==> src/rtl/hack_loader_pkg.sv <==
// Shared definitions for the Hack ROM loader: FSM state encoding, default
// ROM geometry and the byte order of words in the load stream.
package hack_loader_pkg;

    localparam int DEFAULT_ROM_ADDR_W = 15;

    // Words arrive high byte first.
    localparam logic STREAM_BIG_ENDIAN = 1'b1;

    typedef enum logic [3:0] {
        IDLE    = 4'd0,
        LEN_HI  = 4'd1,
        LEN_LO  = 4'd2,
        DATA_HI = 4'd3,
        DATA_LO = 4'd4,
        WRITE   = 4'd5,
        CHECK   = 4'd6,
        DONE    = 4'd7,
        ERROR   = 4'd8
    } loader_state_t;

    // One step of the running stream checksum.
    function automatic logic [7:0] xor_fold(input logic [7:0] acc, input logic [7:0] data);
        return acc ^ data;
    endfunction

    // Build a ROM word from the two stream bytes in arrival order.
    function automatic logic [15:0] assemble_word(input logic [7:0] first, input logic [7:0] second);
        if (STREAM_BIG_ENDIAN) begin
            return {first, second};
        end else begin
            return {second, first};
        end
    endfunction

endpackage

==> src/rtl/hack_loader_checksum.sv <==
// Running XOR over the load stream. Cleared when a load starts, folds in
// every accepted header/data byte, and compares against the trailing CHK byte.
module hack_loader_checksum
    import hack_loader_pkg::*;
(
    input  logic       clk,
    input  logic       rst,
    input  logic       clear,
    input  logic       accumulate,
    input  logic [7:0] data_byte,
    output logic       match
);

    logic [7:0] sum_r;

    // Accumulator: clear at load start, fold in accepted stream bytes.
    always_ff @(posedge clk or posedge rst) begin
        if (rst) begin
            sum_r <= 8'h00;
        end else if (clear) begin
            sum_r <= 8'h00;
        end else if (accumulate) begin
            sum_r <= xor_fold(sum_r, data_byte);
        end else begin
            sum_r <= sum_r;
        end
    end

    assign match = (sum_r == data_byte);

endmodule

==> src/rtl/hack_rom_loader.sv <==
// Hack ROM loader: consumes LEN_HI, LEN_LO, N big-endian words and (when
// HACK_ROM_LOADER_CHECKSUM_EN is defined) a trailing XOR checksum byte,
// writing the words into the instruction ROM while holding the CPU in reset.
// The integrating level muxes this ROM port with the CPU fetch port and ORs
// o_CPU_Hold into the CPU reset.
module hack_rom_loader
    import hack_loader_pkg::*;
#(
    parameter int ROM_ADDR_W = DEFAULT_ROM_ADDR_W
) (
    input  logic                  i_CLK,
    input  logic                  i_RESET,
    input  logic                  i_Start,
    input  logic [7:0]            i_Byte,
    input  logic                  i_Byte_Valid,
    output logic                  o_Byte_Ready,
    output logic [ROM_ADDR_W-1:0] o_ROM_Address,
    output logic [15:0]           o_ROM_Data,
    output logic                  o_ROM_Write,
    output logic                  o_CPU_Hold,
    output logic                  o_Busy,
    output logic                  o_Done,
    output logic                  o_Error
);

    // Largest legal word count: the whole ROM.
    localparam logic [16:0] ROM_WORDS = 17'(1) << ROM_ADDR_W;

`ifdef HACK_ROM_LOADER_CHECKSUM_EN
    localparam loader_state_t TAIL_STATE = CHECK;
`else
    localparam loader_state_t TAIL_STATE = DONE;
`endif

    loader_state_t         state_r;
    loader_state_t         state_next_s;
    logic                  accept_s;
    logic                  entering_s;
    logic [15:0]           len_word_s;
    logic                  ready_next_s;
    logic                  busy_next_s;

    logic [7:0]            first_byte_r;
    logic [15:0]           remain_r;
    logic [ROM_ADDR_W-1:0] addr_r;
    logic [15:0]           data_r;
    logic                  ready_r;
    logic                  write_r;
    logic                  hold_r;
    logic                  busy_r;
    logic                  done_r;
    logic                  error_r;

    assign accept_s   = i_Byte_Valid && ready_r;
    assign entering_s = (state_next_s != state_r);
    assign len_word_s = assemble_word(first_byte_r, i_Byte);

`ifdef HACK_ROM_LOADER_CHECKSUM_EN
    logic match_s;
    logic stream_byte_s;

    assign stream_byte_s = accept_s && ((state_r == LEN_HI) || (state_r == LEN_LO) ||
                                        (state_r == DATA_HI) || (state_r == DATA_LO));

    hack_loader_checksum u_checksum (
        .clk        (i_CLK),
        .rst        (i_RESET),
        .clear      (entering_s && (state_next_s == LEN_HI)),
        .accumulate (stream_byte_s),
        .data_byte  (i_Byte),
        .match      (match_s)
    );
`endif

    // Next-state logic for the load sequence.
    always_comb begin
        state_next_s = state_r;
        case (state_r)
            IDLE: begin
                if (i_Start) state_next_s = LEN_HI;
                else         state_next_s = IDLE;
            end
            LEN_HI: begin
                if (accept_s) state_next_s = LEN_LO;
                else          state_next_s = LEN_HI;
            end
            LEN_LO: begin
                if (!accept_s) begin
                    state_next_s = LEN_LO;
                end else if (len_word_s == 16'd0) begin
                    state_next_s = TAIL_STATE;
                end else if ({1'b0, len_word_s} > ROM_WORDS) begin
                    state_next_s = ERROR;
                end else begin
                    state_next_s = DATA_HI;
                end
            end
            DATA_HI: begin
                if (accept_s) state_next_s = DATA_LO;
                else          state_next_s = DATA_HI;
            end
            DATA_LO: begin
                if (accept_s) state_next_s = WRITE;
                else          state_next_s = DATA_LO;
            end
            WRITE: begin
                if (remain_r > 16'd1) state_next_s = DATA_HI;
                else                  state_next_s = TAIL_STATE;
            end
`ifdef HACK_ROM_LOADER_CHECKSUM_EN
            CHECK: begin
                if (!accept_s)    state_next_s = CHECK;
                else if (match_s) state_next_s = DONE;
                else              state_next_s = ERROR;
            end
`endif
            DONE, ERROR: begin
                if (i_Start) state_next_s = LEN_HI;
                else         state_next_s = state_r;
            end
            default: begin
                state_next_s = IDLE;
            end
        endcase
    end

    // Ready/busy levels for the state being entered, registered below.
    always_comb begin
        ready_next_s = 1'b0;
        busy_next_s  = 1'b0;
        case (state_next_s)
            LEN_HI, LEN_LO, DATA_HI, DATA_LO, CHECK: begin
                ready_next_s = 1'b1;
                busy_next_s  = 1'b1;
            end
            WRITE: begin
                ready_next_s = 1'b0;
                busy_next_s  = 1'b1;
            end
            IDLE, DONE, ERROR: begin
                ready_next_s = 1'b0;
                busy_next_s  = 1'b0;
            end
            default: begin
                ready_next_s = 1'b0;
                busy_next_s  = 1'b0;
            end
        endcase
    end

    // State register.
    always_ff @(posedge i_CLK or posedge i_RESET) begin
        if (i_RESET) begin
            state_r <= IDLE;
        end else begin
            state_r <= state_next_s;
        end
    end

    // Datapath: byte capture, word counters and ROM write word.
    always_ff @(posedge i_CLK or posedge i_RESET) begin
        if (i_RESET) begin
            first_byte_r <= 8'h00;
            remain_r     <= 16'd0;
            addr_r       <= '0;
            data_r       <= 16'h0000;
        end else begin
            if (accept_s && ((state_r == LEN_HI) || (state_r == DATA_HI))) begin
                first_byte_r <= i_Byte;
            end

            if (accept_s && (state_r == LEN_LO)) begin
                remain_r <= len_word_s;
            end else if (state_r == WRITE) begin
                remain_r <= remain_r - 16'd1;
            end

            // Address follows the word counter; it steps as WRITE is left.
            if (entering_s && (state_next_s == LEN_HI)) begin
                addr_r <= '0;
            end else if (state_r == WRITE) begin
                addr_r <= addr_r + ROM_ADDR_W'(1);
            end

            if (accept_s && (state_r == DATA_LO)) begin
                data_r <= assemble_word(first_byte_r, i_Byte);
            end
        end
    end

    // Registered handshake, strobe and status outputs.
    always_ff @(posedge i_CLK or posedge i_RESET) begin
        if (i_RESET) begin
            ready_r <= 1'b0;
            write_r <= 1'b0;
            busy_r  <= 1'b0;
            hold_r  <= 1'b0;
            done_r  <= 1'b0;
            error_r <= 1'b0;
        end else begin
            ready_r <= ready_next_s;
            write_r <= (state_next_s == WRITE);
            busy_r  <= busy_next_s;
            if (entering_s && (state_next_s == LEN_HI)) begin
                hold_r  <= 1'b1;
                done_r  <= 1'b0;
                error_r <= 1'b0;
            end else if (entering_s && (state_next_s == DONE)) begin
                hold_r  <= 1'b0;
                done_r  <= 1'b1;
            end else if (entering_s && (state_next_s == ERROR)) begin
                // Hold stays asserted so a corrupt image never runs.
                error_r <= 1'b1;
            end
        end
    end

    assign o_Byte_Ready  = ready_r;
    assign o_ROM_Address = addr_r;
    assign o_ROM_Data    = data_r;
    assign o_ROM_Write   = write_r;
    assign o_CPU_Hold    = hold_r;
    assign o_Busy        = busy_r;
    assign o_Done        = done_r;
    assign o_Error       = error_r;

endmodule

==> config.mk <==
export PLATFORM = sky130hd
export DESIGN_NAME = hack_rom_loader
export DESIGN_NICKNAME = d
export VERILOG_FILES = /design/src/rtl/hack_loader_pkg.sv /design/src/rtl/hack_loader_checksum.sv /design/src/rtl/hack_rom_loader.sv
export SDC_FILE = /design/constraint.sdc
export NUM_CORES = 1
export LEC_CHECK = 0
export ABC_CLOCK_PERIOD_IN_PS = 2050
export CAP_MARGIN = 20
export CORE_ASPECT_RATIO = 0.7
export CORE_MARGIN = 3
export CORE_UTILIZATION = 49
export DETAILED_ROUTE_END_ITERATION = 6
export PLACE_DENSITY = 0.76
export SLEW_MARGIN = 10
export SYNTH_ARGS = -nofsm -noshare
export SYNTH_HDL_FRONTEND = slang
export SYNTH_SLANG_ARGS = --single-unit
==> constraint.sdc <==
create_clock -name i_CLK -period 2.05 [get_ports i_CLK]
set_clock_uncertainty 0.05 [all_clocks]
set_input_delay 0.41 -clock i_CLK [delete_from_list [all_inputs] [get_ports i_CLK]]
set_output_delay 0.41 -clock i_CLK [all_outputs]
set_load 0.1 [all_outputs]
==> impl_results.md <==
* Hold path depth at 4
* Lkg Pwr at 1.98 nW
* TritonCTS clock tree: yes
* Crit path cell chain: clkdlybuf4s50_1 > nor4_4 > nand4_1 > o32ai_4 > buf_6 > nor2_2 > a31o_2
* Vias in the first global route at 2694
* Final Util at 0.712
* Peak per-stage delay on the critical path at 0.48 ns
* Relative max-transition margin at 0.661
* Syn Nets at 301
* Port Buf Inserts at 48
* #FFs+latches synth at 65
* Initial drt markers at 216
* Outcome: finished, violations left
* Wirelength per Cell at 18.9 µm
* Mapped Area at 0.00325 mm²
* Post-synth top flop: dfrtp_1
* Fin nets at 403
* Worst Path Required at 2.23 ns
* Adder-cell area share of the yosys netlist at 0.0115
* Seq/Total Area, Yosys at 0.500
* Io pins at 49
* Vias per cell at 5.85
* CTS Buf Count at 9
* Top area cells in the synthesized netlist: dfrtp_1 50%, mux2_2 7.6%, a31oi_2 3.5%, nand2_1 3.1%, o211ai_1 2.8%
* Worst-path cell with the longest stage delay: clkdlybuf4s50_1
* RR Endpoint: o_CPU_Hold
* Clk slew on worst S/H paths at 0.07 ns
* EDFF count, synth at 0
* Die Area at 0.00767 mm²
* Yosys Warn Count at 0
* Largest net degree at the start of global routing at 66
* Syn Area/Cell at 11.4 µm²
* Crit path DAT at 2.30 ns
* Global-route wire length before repair at 14200 µm
* Slew Viols, Final at 0
* Max Cap Viol at 0
* Post-synth top area share at 0.500
* Final worst path period share at 1.03
* Layout cells sized above 1 at 0.439
* Worst r2r src: remain_r[8]
* Die height at 74.2 µm
* Placed inst area at 0.00422 mm²
* CP endpoint kind: flip-flop
* Starting density of the core at 0.513
* Grt ovf at 0
* Dpl hpwl at 6220 µm
* Final setup fails at 17
* Most common cell after layout, fill and taps aside: buf_4
* Hold_sp: i_Byte[6]
* Synth cell types at 52
* Reg2Reg Setup Slack at -0.06 ns
* WHS Endpoint: remain_r[6]
* Rows at 24
* Power density over the cells at 1610 mW/mm²
* Synth Area in Compound Gates at 0.170
* Area Growth Syn to Fin at 38.7%
* Max FO, Critical Path at 4
* Gpl congestion at 0.879
* RSZ-0062 raised after global routing: yes
* Crit Path Class: input pin to flip-flop
* HP Class: input pin to flip-flop
* Filler cell count at 433
* Vias post-DR at 2825
* Leading area contributor after synthesis: dfrtp_1
* Cells after synthesis at 286
* CTS H-tree lvls at 3
* Fin worst setup slack at -0.0645 ns
* Initial antenna violation count at 0
* R2R depth at 6
* Largest family of logic cells by synthesized area: compound AO/OA/AOI/OAI gates
* Clk sinks at 65
* Clock tree buffer depth at 2
* Skew-Pair Late Insertion Delay at 0.35 ns
* WL final at 9110 µm
* Worst-margin pin slew at 0.504 ns
* DRT antenna net count at 0
* Pwr Total at 0.00725 W
* # diodes at 0
* Clock root cell: clkbuf_8
* Worst VDD drop at 0.00125 V
* Achievable Freq at 473 MHz
* Portion of netlist area occupied by mux cells at 0.0793
* Die Wd at 103 µm
* Final Critical Period at 2.11 ns
* Cell area after layout at 0.00451 mm²
* Simple logic cell fraction of the synthesized area at 0.163
* Final hold viol count at 0
* Crit path launch type: input pin
* FFs w/ async S/R, synth at 1.00
* Most frequent cells in the layout: 81 x buf_4, 58 x dfrtp_1, 27 x nand2_1
* Failing checks: setup timing
* Core Area at 0.00634 mm²
* Post-route DRC at 0
* Post-Synth XOR/XNOR Area at 0.0404
* GRT Util Overall at 0.247
* 1st-pass router iterations at 5
registers in the layout, indices dropped and copies added (netlist names):
name	flops
first_byte_r	8
o_Busy	1
o_Byte_Ready	1
o_CPU_Hold	1
o_Done	1
o_Error	1
o_ROM_Address	15
o_ROM_Data	16
o_ROM_Write	1
remain_r	16
state_r	4
metrics by stage:
step / TNS (ns) / worst slack [ns] / hold WS (ns) / instances
4_1_cts: -0.0287 / -0.00901 / 0.456 / 482
6_report: -0.574 / -0.0645 / 0.440 / 483
3_3_place_gp: -9.71 / -0.438 / 0.421 / 466
5_1_grt: -1.76 / -0.123 / 0.449 / 483
2_1_floorplan: -0.00179 / -0.000448 / 0.437 / 286
3_5_place_dp: -10.95 / -0.466 / 0.438 / 466
where the power goes:
group	leakage, nW	switching [W]	total, W	internal, W
combinational	1.07	0.00268	0.00416	0.00148
clock	0.0802	0.000496	0.000956	0.000460
sequential	0.827	0.000394	0.00213	0.00174
final cells by class:
class	count	area [µm²]	area share
clock buffers	10	138	0.0305
repair buffers	105	951	0.211
clock inverters	5	32.5	0.00721
multi-input cells	197	1600	0.354
flip-flops and latches	65	1640	0.363
well taps	91	114	0.0252
inverters	10	41.3	0.00916
kinds of logic after synthesis:
group / after synthesis
buffers and inverters: 24
adder cells (fa/ha/maj): 3
AND/OR/NAND/NOR: 92
AO/OA/AOI/OAI: 64
multiplexers: 23
flip-flops: 65
XOR/XNOR: 15
cell usage after synthesis, types with 3 or more instances:
cell type and number:
dfrtp_1 65, xor2_1 7, o21ai_0 8, nand3_1 9, a31oi_1 8, o211ai_1 12, nor2b_1 4, nand2_1 27
inv_1 10, nand4_1 5, or3_1 3, ha_1 3, xnor2_1 8, nor2_1 9, nor3_1 8, a21oi_1 5
clkbuf_1 7, buf_6 3, o311ai_0 9, a31oi_2 9, buf_2 3, mux2_2 22, nor4_1 6
worst max path at each step:
stage               slack, ns                to   startpoint
floorplan             -0.0004  o_ROM_Address[0]  remain_r[8]
global placement        -0.44  o_ROM_Address[1]    i_Byte[1]
detailed placement      -0.47  o_ROM_Address[1]    i_Byte[1]
CTS                    -0.009  o_ROM_Address[0]  remain_r[8]
global route            -0.12  o_ROM_Address[8]    i_Byte[7]
finish                  -0.06        o_CPU_Hold    i_Byte[7]
per-layer routing:
layer	GRT usage	wire, µm
met5	0	0
met4	0.0675	217
met3	0.0637	541
met2	0.343	4090
met1	0.381	4250
worst max-delay path: cells and delay by family:
| kind | cells | cell delay, ns |
|---|---|---|
| and+or+nand+nor | 3 | 0.65 |
| buffers and inverters | 2 | 0.66 |
| AOI/OAI and AO/OA | 2 | 0.57 |
what timing repair did:
| item | CTS | global route |
|---|---|---|
| resized for setup | 7 | 17 |
| setup buffers | 1 | 1 |
| setup endpoints to repair | 19 | 28 |
| pin swaps | 1 | 7 |
| hold buffers | 0 | 0 |
Power figures use the tool's default switching activity.
==> variant 1, RTL diff (same settings) <==
`DEFAULT_ROM_ADDR_W`: 15 -> 14.
--- a/src/rtl/hack_loader_pkg.sv
+++ b/src/rtl/hack_loader_pkg.sv
@@ -2,7 +2,7 @@
 // ROM geometry and the byte order of words in the load stream.
 package hack_loader_pkg;
 
-    localparam int DEFAULT_ROM_ADDR_W = 15;
+    localparam int DEFAULT_ROM_ADDR_W = 14;
 
     // Words arrive high byte first.
     localparam logic STREAM_BIG_ENDIAN = 1'b1;
Ports: changed (resized o_ROM_Address); port bits go from 49 to 48. The function was not compared with the original's and may differ.
==> variant 1 against the original RTL <==
The flow still finishes with violations (negative setup slack); setup slack lost 380 ps; combinational power grew 5.0%; design area shrank 0.55%; power grew 6.1%; routed wire length shrank 0.49%; sequential cell count shrank 1; synthesized area shrank 5.9%; critical path type is now reg2reg; largest cell class unchanged; largest power group unchanged.
==> variant 1: results <==
{
  "status": "finished with violations",
  "violations": "negative setup slack",
  "hold_class": "in2async",
  "yosysWarnings": 0,
  "ys_top_cells_by_count": "dfrtp_1 (64), nand2_1 (27), mux2_2 (22)",
  "clockBufferDepth": 2,
  "drtPass1Iterations": 5,
  "yosys.cell_types.count": 44,
  "met1_length_um": 4030,
  "dr_wl_met3_um": 601,
  "finalSetupTns_ps": -7820,
  "cts_resized": 9,
  "clock-root-buffer": "clkbuf_8",
  "numPortBuffers": 47,
  "crit_arrival_ps": 2700,
  "diodes": 0,
  "yosys-top-cells-area": "dfrtp_1 (52%), mux2_2 (8.1%), a31oi_1 (3.5%)",
  "synthFlopType": "dfrtp_1",
  "dpl.hpwl_um": 5830,
  "use_met1": 0.368,
  "nets": 405,
  "crit_fanout": 6,
  "grt_pass1_wl_um": 14100,
  "irDropWorstVdd_mv": 1.45,
  "use_met3": 0.0682,
  "yosysSeqAreaShare": 0.523,
  "p_leak_uw": 0.00197,
  "nFillCells": 383,
  "layout_setup_ws_ps": -442,
  "netSwitchingFraction": 0.490,
  "drive_gt1_frac": 0.397,
  "grt_pass1_vias": 2736,
  "cp_slowest_cell": "or4_4",
  "wl_um": 9060,
  "grtUsageMet2": 0.367,
  "place_congestion": 0.853,
  "drt-initial-drc-count": 228,
  "grt_usage": 0.252,
  "dp_slack_ps": -641,
  "htreeDepth": 3,
  "numCtsBuffers": 9,
  "antenna_found_initial": 0,
  "viasPerCell": 5.98,
  "grt_max_degree": 65,
  "relSlewSlack": 0.695,
  "max_stage_delay_ps": 540,
  "setup_violations": 23,
  "p_seq_frac": 0.273,
  "synth-async-reset-ratio": 1.00,
  "crit_family": "simple AND/OR/NAND/NOR gates",
  "p_comb_uw": 4370,
  "wl_met2_um": 4290
}
==> variant 1: cell count changes after synthesis, moves of 5 or more <==
cell / change
clkbuf_1: +6
nor3_1: -5
nor2_1: +5
a31oi_1: +9
a31oi_2: -9
o211ai_1: -7
==> variant 1: path summary, 6_finish.rpt <==
check / slack (ps) / end / cells after the start / startpoint
worst max-delay path: -440 / o_Done / 6 / remain_r[11]
worst min-delay path: 440 / remain_r[13] / 3 / i_RESET
worst max register to register: -440 / o_Done / 6 / remain_r[11]
worst min register to register: 460 / o_ROM_Data[6] / 1 / o_ROM_Data[6]
max in group asynchronous: 1190 / o_ROM_Address[3] / 3 / i_RESET
min in group i_CLK: 460 / o_ROM_Data[6] / 1 / o_ROM_Data[6]
==> variant 1: area by class of cell <==
type | count | share of cell area
multi-input combinational | 196 | 0.347
sequential | 64 | 0.358
inverter | 10 | 0.00921
clock inverter | 4 | 0.0173
clock buffer | 12 | 0.0324
tap | 75 | 0.0209
timing repair buffer | 109 | 0.215
==> variant 1: stage by stage <==
step / power [uW] / area, um2 / std cells
CTS: 7360 / 4290 / 462
global placement: 5910 / 3990 / 444
global route: 8020 / 4480 / 470
finish: 7690 / 4480 / 470
floorplan: 4650 / 3080 / 286
detailed placement: 6020 / 3990 / 444
==> variant 1: logic make-up (layout without fill, tap and decap cells) <==
kind of cell / Yosys count / in the layout / synth area share
buffers and inverters: 27 / 135 / 0.0364
DFF: 64 / 64 / 0.523
xor gates and xnor gates: 14 / 14 / 0.0401
muxes: 24 / 24 / 0.0875
adders and majority gates: 3 / 3 / 0.0123
and+or+nand+nor: 91 / 91 / 0.159
AOI/OAI and AO/OA: 63 / 64 / 0.141
==> variant 2, RTL diff (same flow settings) <==
Without the edit above. Put one more register stage on the output `o_Error`. The value now appears one clock later. The other outputs are not delayed to match.
--- a/src/rtl/hack_rom_loader.sv
+++ b/src/rtl/hack_rom_loader.sv
@@ -222,7 +222,9 @@
     assign o_CPU_Hold    = hold_r;
     assign o_Busy        = busy_r;
     assign o_Done        = done_r;
-    assign o_Error       = error_r;
+    always_ff @(posedge i_CLK) begin
+        o_Error <= error_r;
+    end
 
 endmodule
 
Function: changed (Yosys sat finds a counterexample within 4 cycles, from zero or initial values and one cycle with i_RESET high).
==> variant 2 against the original RTL <==
The run still ends with negative setup slack left; synthesized cell count is 0.35% higher; synthesized area rose by 0.62%; power is 3.3% higher; routed wire length shrank 2.4%; sequential cell count is 1 higher; design area increased by 3.0%; non-clock buffer count is 3 higher; setup slack worse by 6.9 ps; hold slack lost 100 ps; via count shrank 1.1%.
==> variant 2: results <==
{
  "layout_setup_ws_ps": -71.4,
  "clkCellAreaFrac": 0.0366,
  "p_leak_uw": 0.00201,
  "dpl.hpwl_um": 6450,
  "crit_arrival_ps": 2330,
  "dr_wl_met3_um": 502,
  "endpoint": "o_ROM_Address[9]",
  "place_area_um2": 4260,
  "routedWlPerCell_um": 18.2,
  "cp_slowest_cell": "or4_4",
  "multi_input_area_um2": 1680,
  "drtPass1Iterations": 4,
  "vias": 2793,
  "avgSynthCellArea_um2": 11.4,
  "synth-async-reset-ratio": 0.985,
  "finalSetupTns_ps": -1020,
  "wl_met2_um": 4020,
  "synth-seq-cells": 66,
  "met1_length_um": 4210,
  "buf_share": 0.211,
  "p_sw_uw": 3740,
  "status": "finished with violations",
  "yosys.cell_types.count": 53,
  "grt_usage": 0.235,
  "max_stage_delay_ps": 560,
  "drive_gt1_frac": 0.451,
  "p_int_uw": 3750,
  "critPathLaunch": "remain_r[8]",
  "grt_pass1_vias": 2706,
  "violations": "negative setup slack",
  "p_comb_frac": 0.584,
  "irDropWorstVdd_mv": 1.36,
  "crit_family": "simple AND/OR/NAND/NOR gates",
  "fin_cells": 488,
  "relSlewSlack": 0.628,
  "setup_violations": 21,
  "yosys-top-cells-area": "dfrtp_1 (50%), mux2_2 (7.6%), a31oi_2 (3.4%)",
  "dp_slack_ps": -460
}
## variant 2: kinds of logic after synthesis
group                    count (synthesis)  share of synthesized area
flip-flops                              66                      0.503
AND/OR/NAND/NOR                         92                      0.162
AO/OA/AOI/OAI                           64                      0.169
buffers and inverters                   24                     0.0356
multiplexers                            23                     0.0788
XOR/XNOR                                15                     0.0402
adder cells (fa/ha/maj)                  3                     0.0115
## variant 2: worst min path at each step
stage | startpoint | to | slack (ps) | cells after the start
floorplan | error_r | o_Error | 300 | 0
global placement | error_r | o_Error | 340 | 0
detailed placement | error_r | o_Error | 330 | 0
CTS | error_r | o_Error | 340 | 0
global route | error_r | o_Error | 350 | 0
finish | error_r | o_Error | 340 | 0
## variant 2: per-layer routing
layer / global-route usage / up-vias
met5: 0 / -
met4: 0.0752 / 0
li1: - / 1302
met1: 0.352 / 1390
met3: 0.0434 / 13
met2: 0.351 / 88
